<file path="config.mk">
export PLATFORM = sky130hd
export DESIGN_NAME = hc112_ripple_mon
export DESIGN_NICKNAME = d
export VERILOG_FILES = /design/src/rtl/hc112_ripple_mon.sv
export SDC_FILE = /design/constraint.sdc
export NUM_CORES = 1
export LEC_CHECK = 0
export ABC_AREA = 1
export ABC_CLOCK_PERIOD_IN_PS = 1500
export BUFFER_PORTS_ARGS = -buffer_cell sky130_fd_sc_hd__clkbuf_2
export CAP_MARGIN = 25
export CORE_UTILIZATION = 48
export CTS_CLUSTER_SIZE = 40
export DETAILED_ROUTE_END_ITERATION = 8
export PLACE_DENSITY = 0.71
export SKIP_LAST_GASP = 1
export SLEW_MARGIN = 15
export SYNTH_ARGS = -nofsm -noshare
export SYNTH_HDL_FRONTEND = slang
export SYNTH_SLANG_ARGS = --single-unit
</file>
<file path="constraint.sdc">
create_clock -name CP -period 1.5 [get_ports CP]
set_clock_uncertainty 0.2 [all_clocks]
set_input_delay 0.375 -clock CP [delete_from_list [all_inputs] [get_ports CP]]
set_output_delay 0.375 -clock CP [all_outputs]
set_load 0.01 [all_outputs]
</file>
<file path="src/rtl/hc112_ripple_mon.sv">
// Monitor for an hc112 wired as a 2-bit ripple divider: syncs Q1/Q2, detects
// edges, counts rising edges and checks that Q2 toggles on every Q1 fall.
module hc112_ripple_mon #(
  parameter int CW    = 8,
  parameter int LOCKN = 4
) (
  input  logic          CP,
  input  logic          RDN,
  input  logic          EN,
  input  logic          CLR,
  input  logic          Q1,
  input  logic          Q2,
  output logic          Q1S,
  output logic          Q2S,
  output logic          Q1RE,
  output logic          Q1FE,
  output logic          Q2TG,
  output logic [CW-1:0] CNT1,
  output logic [CW-1:0] CNT2,
  output logic [1:0]    STATE,
  output logic          LOCKED,
  output logic          ERRF
);

  typedef enum logic [1:0] {
    IDLE  = 2'b00,
    TRACK = 2'b01,
    LOCK  = 2'b10,
    ERR   = 2'b11
  } state_t;

  logic q1_m, q2_m, q1_d, q2_d, q2_re;

  state_t     state_q, state_n;
  logic       pend_q, pend_n;
  logic [3:0] good_q, good_n;
  logic       err_q, err_n;
  logic       good_step, viol;

  // Two-flop synchronisers, then edge pulses registered against a delayed copy.
  always_ff @(posedge CP) begin
    if (!RDN) begin
      q1_m  <= 1'b0;
      q2_m  <= 1'b0;
      Q1S   <= 1'b0;
      Q2S   <= 1'b0;
      q1_d  <= 1'b0;
      q2_d  <= 1'b0;
      Q1RE  <= 1'b0;
      Q1FE  <= 1'b0;
      Q2TG  <= 1'b0;
      q2_re <= 1'b0;
    end else begin
      q1_m  <= Q1;
      q2_m  <= Q2;
      Q1S   <= q1_m;
      Q2S   <= q2_m;
      q1_d  <= Q1S;
      q2_d  <= Q2S;
      Q1RE  <= Q1S & ~q1_d;
      Q1FE  <= ~Q1S & q1_d;
      Q2TG  <= Q2S ^ q2_d;
      q2_re <= Q2S & ~q2_d;
    end
  end

  always_ff @(posedge CP) begin
    if (!RDN) begin
      CNT1 <= '0;
      CNT2 <= '0;
    end else if (CLR) begin
      CNT1 <= '0;
      CNT2 <= '0;
    end else if (EN) begin
      if (Q1RE)  CNT1 <= CNT1 + CW'(1);
      if (q2_re) CNT2 <= CNT2 + CW'(1);
    end
  end

  always_ff @(posedge CP) begin
    if (!RDN) begin
      state_q <= IDLE;
      pend_q  <= 1'b0;
      good_q  <= 4'd0;
      err_q   <= 1'b0;
    end else begin
      state_q <= state_n;
      pend_q  <= pend_n;
      good_q  <= good_n;
      err_q   <= err_n;
    end
  end

  always_comb begin
    state_n   = state_q;
    pend_n    = pend_q;
    good_n    = good_q;
    err_n     = err_q;
    good_step = 1'b0;
    viol      = 1'b0;
    if (CLR) begin
      state_n = IDLE;
      pend_n  = 1'b0;
      good_n  = 4'd0;
      err_n   = 1'b0;
    end else if (EN) begin
      case (state_q)
        IDLE: begin
          if (Q1FE) begin
            state_n = TRACK;
            pend_n  = 1'b1;
            good_n  = 4'd0;
          end
        end
        TRACK, LOCK: begin
          // An open window is resolved before a new Q1 fall is considered.
          if (pend_q) begin
            if (Q2TG) begin
              good_step = 1'b1;
              pend_n    = Q1FE;
            end else begin
              viol = 1'b1;
            end
          end else if (Q1FE) begin
            if (Q2TG) good_step = 1'b1;
            else      pend_n    = 1'b1;
          end else if (Q2TG) begin
            viol = 1'b1;
          end
          if (viol) begin
            state_n = ERR;
            err_n   = 1'b1;
            pend_n  = 1'b0;
          end else if (good_step) begin
            if (good_q < 4'(LOCKN)) good_n = good_q + 4'd1;
            if (good_q + 4'd1 >= 4'(LOCKN)) state_n = LOCK;
          end
        end
        default: err_n = 1'b1;
      endcase
    end
  end

  assign STATE  = state_q;
  assign LOCKED = (state_q == LOCK);
  assign ERRF   = err_q;

endmodule

</file>
==> flow_metrics.py, run 1 <==
metrics = {
    "placement": {
        "dp_slack_ns": -0.02093,
        "gp_congestion": 0.7781,
        "hpwl_mm": 2.152,
        "portBuffers": 30,
        "post_dp_cell_area_um2": 1834,
        "placed_cells": 297,
    },
    "global_routing": {
        "use_met2_pct": 28.74,
        "grt_pass1_vias": 1212,
        "antenna_found_initial": 0,
        "grt.met3_usage_pct": 5.714,
        "top_usage_layer": "met2",
        "grtUsageMet1_pct": 24.28,
        "grt_pass1_wl_mm": 4.940,
        "globalRouteOverflowTotal": 0,
        "grt_max_degree": 12,
        "grt_usage_pct": 19.07,
    },
    "synthesis": {
        "synth.net_count": 225,
        "synthAdderAreaFrac_pct": 4.918,
        "ys_ff_latch": 34,
        "synth_compound_area_share_pct": 7.049,
        "synth_area_leaders": "dfxtp_1 (45%), nand2_1 (12%), inv_1 (8.9%), nor2_1 (8.1%), ha_1 (4.9%)",
        "syn_inst": 213,
        "yosys.area.top_type_share_pct": 44.59,
        "synth_top_area_cell": "dfxtp_1",
        "ys_types": 22,
        "synthMuxAreaShare_pct": 0,
        "synth_top_family_by_area": "simple AND/OR/NAND/NOR gates",
        "yosysWarnings": 0,
        "synth.avg_cell_area_um2": 7.166,
        "ys_seq_area_share_pct": 44.59,
        "synth-xor-area-share_pct": 1.721,
        "synthSimpleGateAreaFrac_pct": 31.64,
        "synth_area_um2": 1526,
    },
    "sta": {
        "period_share_pct": 109.7,
        "tns_ns": -0.7848,
        "setup_slack_ns": -0.1450,
        "fin_crit_ns": 1.645,
        "holdWs_ns": 0.01855,
        "max_slew_margin_pct": 79.87,
        "setup_viol": 8,
        "worst_slew_pin_slew_ns": 0.2998,
        "rsz0062_at_grt": "yes",
        "slew_viol_final": 0,
        "max_freq_mhz": 607.9,
        "hold_viol": 0,
    },
    "finish": {
        "final_cell_count_no_fill": 307,
        "final_cell_area_um2": 2016,
        "antennaDiodeCount": 0,
        "final_cell_mix": "nand2_1 (44), inv_1 (32), nor2_1 (30)",
        "layout_commonest_cell": "nand2_1",
        "finish.utilization_pct": 66.57,
        "syn2layout_area_growth_pct": 32.05,
        "layout-drive-gt1-share_pct": 36.88,
        "layout.nets": 274,
    },
    "route": {
        "dr.pass1.iters": 4,
        "ant_nets": 0,
        "drt_iter0_drc": 34,
        "drt-total-wl_mm": 2.941,
        "viasPerCell": 4.511,
        "vias": 1385,
        "wl_per_cell_um": 9.580,
        "drcViolationCount": 0,
    },
    "cts": {
        "clock_path_buffers": 2,
        "root_buffer": "clkbuf_4",
        "cts.clk_slew.worst_paths_ns": 0.10,
        "h-tree-depth": 2,
        "clk_latency_ns": 0.34,
        "cts_tree": "built",
        "cts.sinks": 34,
        "cts_buffers": 5,
    },
    "status": {
        "status": "complete, but fails checks",
        "failed_checks": "negative setup slack",
    },
    "floorplanning": {
        "ios": 31,
        "floorplan.initialDensity_pct": 50.41,
        "core_area_um2": 3028,
        "dieArea_um2": 3409,
        "rows": 20,
        "die_height_um": 58.39,
        "die_w_um": 58.39,
    },
    "worst_setup_path": {
        "rr_startpoint": "STATE[1]",
        "slowest_stage": "dfxtp_4",
        "crit_cells": 3,
        "cp.buffers_inverters": 2,
        "critPathCaptureType": "output port",
        "critical_path_class": "flip-flop to output port",
        "reg2reg_to": "good_q[1]",
        "crit_required_ns": 0.92,
        "crit_path_start_kind": "flip-flop",
        "crit_family": "flip-flops",
        "worstRegToRegCells": 12,
        "slowest_delay_ns": 0.36,
        "critPathLaunch": "STATE[1]",
        "crit_path_cell_trace": "buf_6 > ha_4 > buf_6",
        "critical_path.endpoint": "LOCKED",
        "worstPathArrival_ns": 1.07,
        "ff2ff_setup_slack_ns": -0.13,
        "worstPathMaxFanout": 3,
        "path_common_cell": "buf_6",
    },
    "pwr": {
        "power.total_mw": 1.547,
        "p_per_area_nw_per_um2": 767.3,
        "ir_worst_vdd_v": 0.0005273,
        "leakage_nw": 0.9583,
    },
    "run": {
        "drv_cap": 0,
    },
    "worst_hold_path": {
        "hp-class": "primary input to flip-flop",
    },
}
-- worst min-delay path by stage --
stage | from | slack (ns) | depth (start not counted) | endpoint
6_report | Q2 | 0.02 | 3 | q2_m
3_3_place_gp | q2_m | 0.19 | 2 | Q2S
3_5_place_dp | q1_d | 0.20 | 1 | Q1RE
4_1_cts | Q2 | 0.01 | 3 | q2_m
2_1_floorplan | q1_m | 0.19 | 2 | Q1S
5_1_grt | Q1 | 0.02 | 3 | q1_m
-- synth_stat cells --
cell type / instances
inv_2: 1
nand3_1: 9
nand2_1: 48
ha_1: 6
nor3b_2: 1
nor2_2: 3
o21bai_1: 1
xor2_1: 2
dfxtp_1: 34
nor2_4: 1
nor3_1: 3
nor3_2: 1
clkinv_2: 1
nand2_2: 5
o21ai_0: 9
nand4_1: 4
nand3_2: 1
buf_2: 2
xnor2_1: 1
inv_1: 36
a21oi_1: 11
nor2_1: 33
-- cells by family (layout without fill, tap and decap cells) --
kind of cell | Yosys count | in the layout
xor+xnor | 3 | 3
flops | 34 | 34
buf+inv | 40 | 90
fa+ha+maj | 6 | 6
compound gates | 21 | 21
simple gates | 109 | 109
-- worst reg2reg max path: stages, from the launching register on --
cell and delay (ns):
dfxtp_4 0.36, buf_6 0.08, inv_2 0.03, ha_4 0.27
nor2_2 0.03, nor2_1 0.11, nand2_2 0.09, inv_2 0.08
nand2_4 0.06, inv_4 0.07, nand2_2 0.05, nand2_2 0.05
nor2_2 0.04
-- area by class of cell --
class	count	area, um^2
inverter	38	146.4
timing repair buffer	44	289.0
clock buffer	6	51.30
clock inverter	2	11.26
multi-input combinational	139	759.5
tap	44	55.05
fill	274	1012
sequential	34	703.2
-- per-layer routing --
layer	wire length, um	vias up
met5	0	-
met4	77	0
met3	107	8
met2	1354	22
met1	1402	603
li1	-	752
-- registers in the layout, indices dropped and copies added, names as in the netlist, 2 cells and up --
signal and count:
STATE 2, CNT1 8, good_q 4, CNT2 8
-- repair_timing --
| item | CTS | global route |
|---|---|---|
| endpoints found under the setup margin | 12 | 20 |
| gates resized for setup | 11 | 28 |
| endpoints found under the hold margin | 0 | 0 |
| pin swaps | 2 | 6 |
| hold buffers | 0 | 0 |
| buffers inserted | 2 | 1 |
| gates cloned | 0 | 0 |
-- report_power, final --
| group | total [mW] | switching (mW) | internal [mW] |
|---|---|---|---|
| Combinational | 0.0845 | 0.0485 | 0.0360 |
| Sequential | 0.919 | 0.00704 | 0.912 |
| Clock | 0.543 | 0.316 | 0.227 |
| Total | 1.55 | 0.372 | 1.17 |
(Power assumes the default switching activity.)
==> run 2, diff against run 1 <==
--- a/config.mk
+++ b/config.mk
@@ -13,6 +13,7 @@
 export CTS_CLUSTER_SIZE = 40
 export DETAILED_ROUTE_END_ITERATION = 8
 export PLACE_DENSITY = 0.71
+export RECOVER_POWER = 100
 export SKIP_LAST_GASP = 1
 export SLEW_MARGIN = 15
 export SYNTH_ARGS = -nofsm -noshare
==> run 2 against run 1 <==
The flow still finishes with violations (negative setup slack). Clock power about the same. Final cell count unchanged. Worst setup slack improved by 0.0020 ns. Sequential power is essentially flat. First-iteration DRC count up 18%. Design area is 2.4% lower. Register-to-register slack about the same. Critical path type unchanged.
==> flow_metrics.py, run 2 (synthesized netlist as in run 1, its figures left out) <==
metrics = {
    "status": {
        "status": "complete, but fails checks",
        "failed_checks": "negative setup slack",
    },
    "worst_setup_path": {
        "critPathCaptureType": "output port",
        "slowest_delay_ns": 0.36,
        "ff2ff_setup_slack_ns": -0.12,
        "path_common_cell": "buf_6",
        "critical_path_class": "flip-flop to output port",
        "rr_startpoint": "STATE[1]",
        "crit_family": "flip-flops",
        "worstRegToRegCells": 12,
        "crit_path_cell_trace": "buf_6 > ha_4 > buf_6",
        "worstPathMaxFanout": 3,
        "slowest_stage": "dfxtp_4",
        "crit_required_ns": 0.92,
        "reg2reg_to": "good_q[1]",
        "worstPathArrival_ns": 1.07,
        "cp.buffers_inverters": 2,
        "crit_path_start_kind": "flip-flop",
    },
    "floorplanning": {
        "floorplan.initialDensity_pct": 50.41,
        "die_height_um": 58.39,
        "dieArea_um2": 3409,
        "die_w_um": 58.39,
        "ios": 31,
        "core_area_um2": 3028,
        "rows": 20,
    },
    "cts": {
        "clock_path_buffers": 2,
        "postCtsHoldBufs": 0,
        "h-tree-depth": 2,
        "cts_buffers": 5,
        "cts_tree": "built",
        "root_buffer": "clkbuf_4",
        "cts.sinks": 34,
        "clk_latency_ns": 0.33,
        "cts.clk_slew.worst_paths_ns": 0.10,
    },
    "route": {
        "wl_per_cell_um": 9.704,
        "drt-total-wl_mm": 2.979,
        "vias": 1390,
        "ant_nets": 0,
        "viasPerCell": 4.528,
        "dr.pass1.iters": 4,
        "drcViolationCount": 0,
        "drt_iter0_drc": 40,
    },
    "worst_hold_path": {
        "min_to": "q1_m",
        "worstHoldPathCells": 3,
        "worstHoldStart": "Q1",
        "hp-class": "primary input to flip-flop",
    },
    "sta": {
        "slew_viol_final": 0,
        "tns_ns": -0.7944,
        "max_freq_mhz": 608.6,
        "period_share_pct": 109.5,
        "max_slew_margin_pct": 79.96,
        "worst_slew_pin_slew_ns": 0.2985,
        "hold_viol": 0,
        "rsz0062_at_grt": "yes",
        "setup_viol": 8,
        "setup_slack_ns": -0.1430,
        "fin_crit_ns": 1.643,
    },
    "pwr": {
        "leakage_nw": 0.9003,
        "p_seq_share_pct": 59.6,
        "ir_worst_vdd_v": 0.0005128,
        "power.total_mw": 1.541,
        "p_per_area_nw_per_um2": 783.2,
        "p_sw_share_pct": 23.92,
        "p_clk_share_pct": 35.1,
        "pwr-share-comb_pct": 5.3,
        "switchingPower_uw": 368.5,
        "power.internal_mw": 1.172,
    },
    "finish": {
        "seq_area_um2": 699.4,
        "layout_commonest_cell": "nand2_1",
        "layout.nets": 274,
        "multi_input_area_um2": 737.0,
        "antennaDiodeCount": 0,
        "final_cell_area_um2": 1967,
        "layout-drive-gt1-share_pct": 27.00,
        "final_cell_mix": "nand2_1 (48), inv_1 (33), nor2_1 (33)",
        "fillerInstances": 294,
        "top_regs": "CNT1: 8 flops, CNT2: 8 flops, good_q: 4 flops",
        "syn2layout_area_growth_pct": 28.85,
    },
    "placement": {
        "post_dp_cell_area_um2": 1834,
        "dp_slack_ns": -0.02093,
        "portBuffers": 30,
        "gp_congestion": 0.7781,
        "hpwl_mm": 2.152,
    },
    "global_routing": {
        "globalRouteOverflowTotal": 0,
        "grt_pass1_wl_mm": 4.940,
        "antenna_found_initial": 0,
        "grt_pass1_vias": 1212,
        "grt_max_degree": 12,
        "grt_usage_pct": 19.07,
    },
    "run": {
        "drv_cap": 0,
    },
}
-- run 2: metal layers --
| layer | track usage, % | vias to the layer above | part of all wire [%] |
|---|---|---|---|
| met4 | 10.88 | 0 | 2.6 |
| met5 | 0 | - | 0 |
| met2 | 28.74 | 24 | 45 |
| met1 | 24.28 | 607 | 49 |
| met3 | 5.714 | 8 | 3.9 |
| li1 | - | 751 | - |
-- run 2: worst register-to-register path: stages, from the launching register on --
cell and delay [ns]:
dfxtp_4 0.36, buf_6 0.08, inv_2 0.03, ha_4 0.27, nor2_2 0.03, nor2_1 0.11, nand2_2 0.09, inv_2 0.08
nand2_4 0.06, inv_4 0.07, nand2_2 0.05, nand2_2 0.05, nor2_2 0.04
-- run 2: worst max-delay path by stage --
stage             start         to  slack [ns]  depth (start not counted)
3_5_place_dp   STATE[0]  good_q[1]       -0.02                         11
4_1_cts        STATE[1]     LOCKED       -0.15                          3
5_1_grt        STATE[1]   STATE[1]       -0.21                          9
6_report       STATE[1]     LOCKED       -0.14                          3
2_1_floorplan  STATE[0]  good_q[1]       0.002                         11
3_3_place_gp   STATE[0]  good_q[1]     -0.0005                         11
-- run 2: cell type report --
class / count / share of cell area (%)
clock inverters: 2 / 0.5725
repair buffers: 44 / 13.55
flip-flops and latches: 34 / 35.56
inverters: 38 / 7.443
clock buffers: 6 / 2.608
multi-input cells: 139 / 37.47
well taps: 44 / 2.799
-- run 2: what timing repair did --
action	4_1_cts	5_1_grt
gates resized for setup	11	28
setup buffers	2	1
endpoints found under the setup margin	12	20
pin swaps	2	6
-- run 2: metrics by stage --
step | hold WS, ns | cells | util, %
4_1_cts | 0.01085 | 306 | 64.01
5_1_grt | 0.01553 | 307 | 64.96
6_report | 0.02074 | 307 | 64.96
3_5_place_dp | 0.2014 | 297 | 60.58
3_3_place_gp | 0.1927 | 297 | 60.58
2_1_floorplan | 0.1905 | 213 | -
-- run 2: power by group through the flow --
stage	clock, mW	sequential (mW)	combinational (mW)
floorplan	0	0.942	0.0439
global route	0.597	0.921	0.0920
CTS	0.555	0.919	0.0801
finish	0.541	0.919	0.0810
global placement	0	0.940	0.0775
detailed placement	0	0.940	0.0787
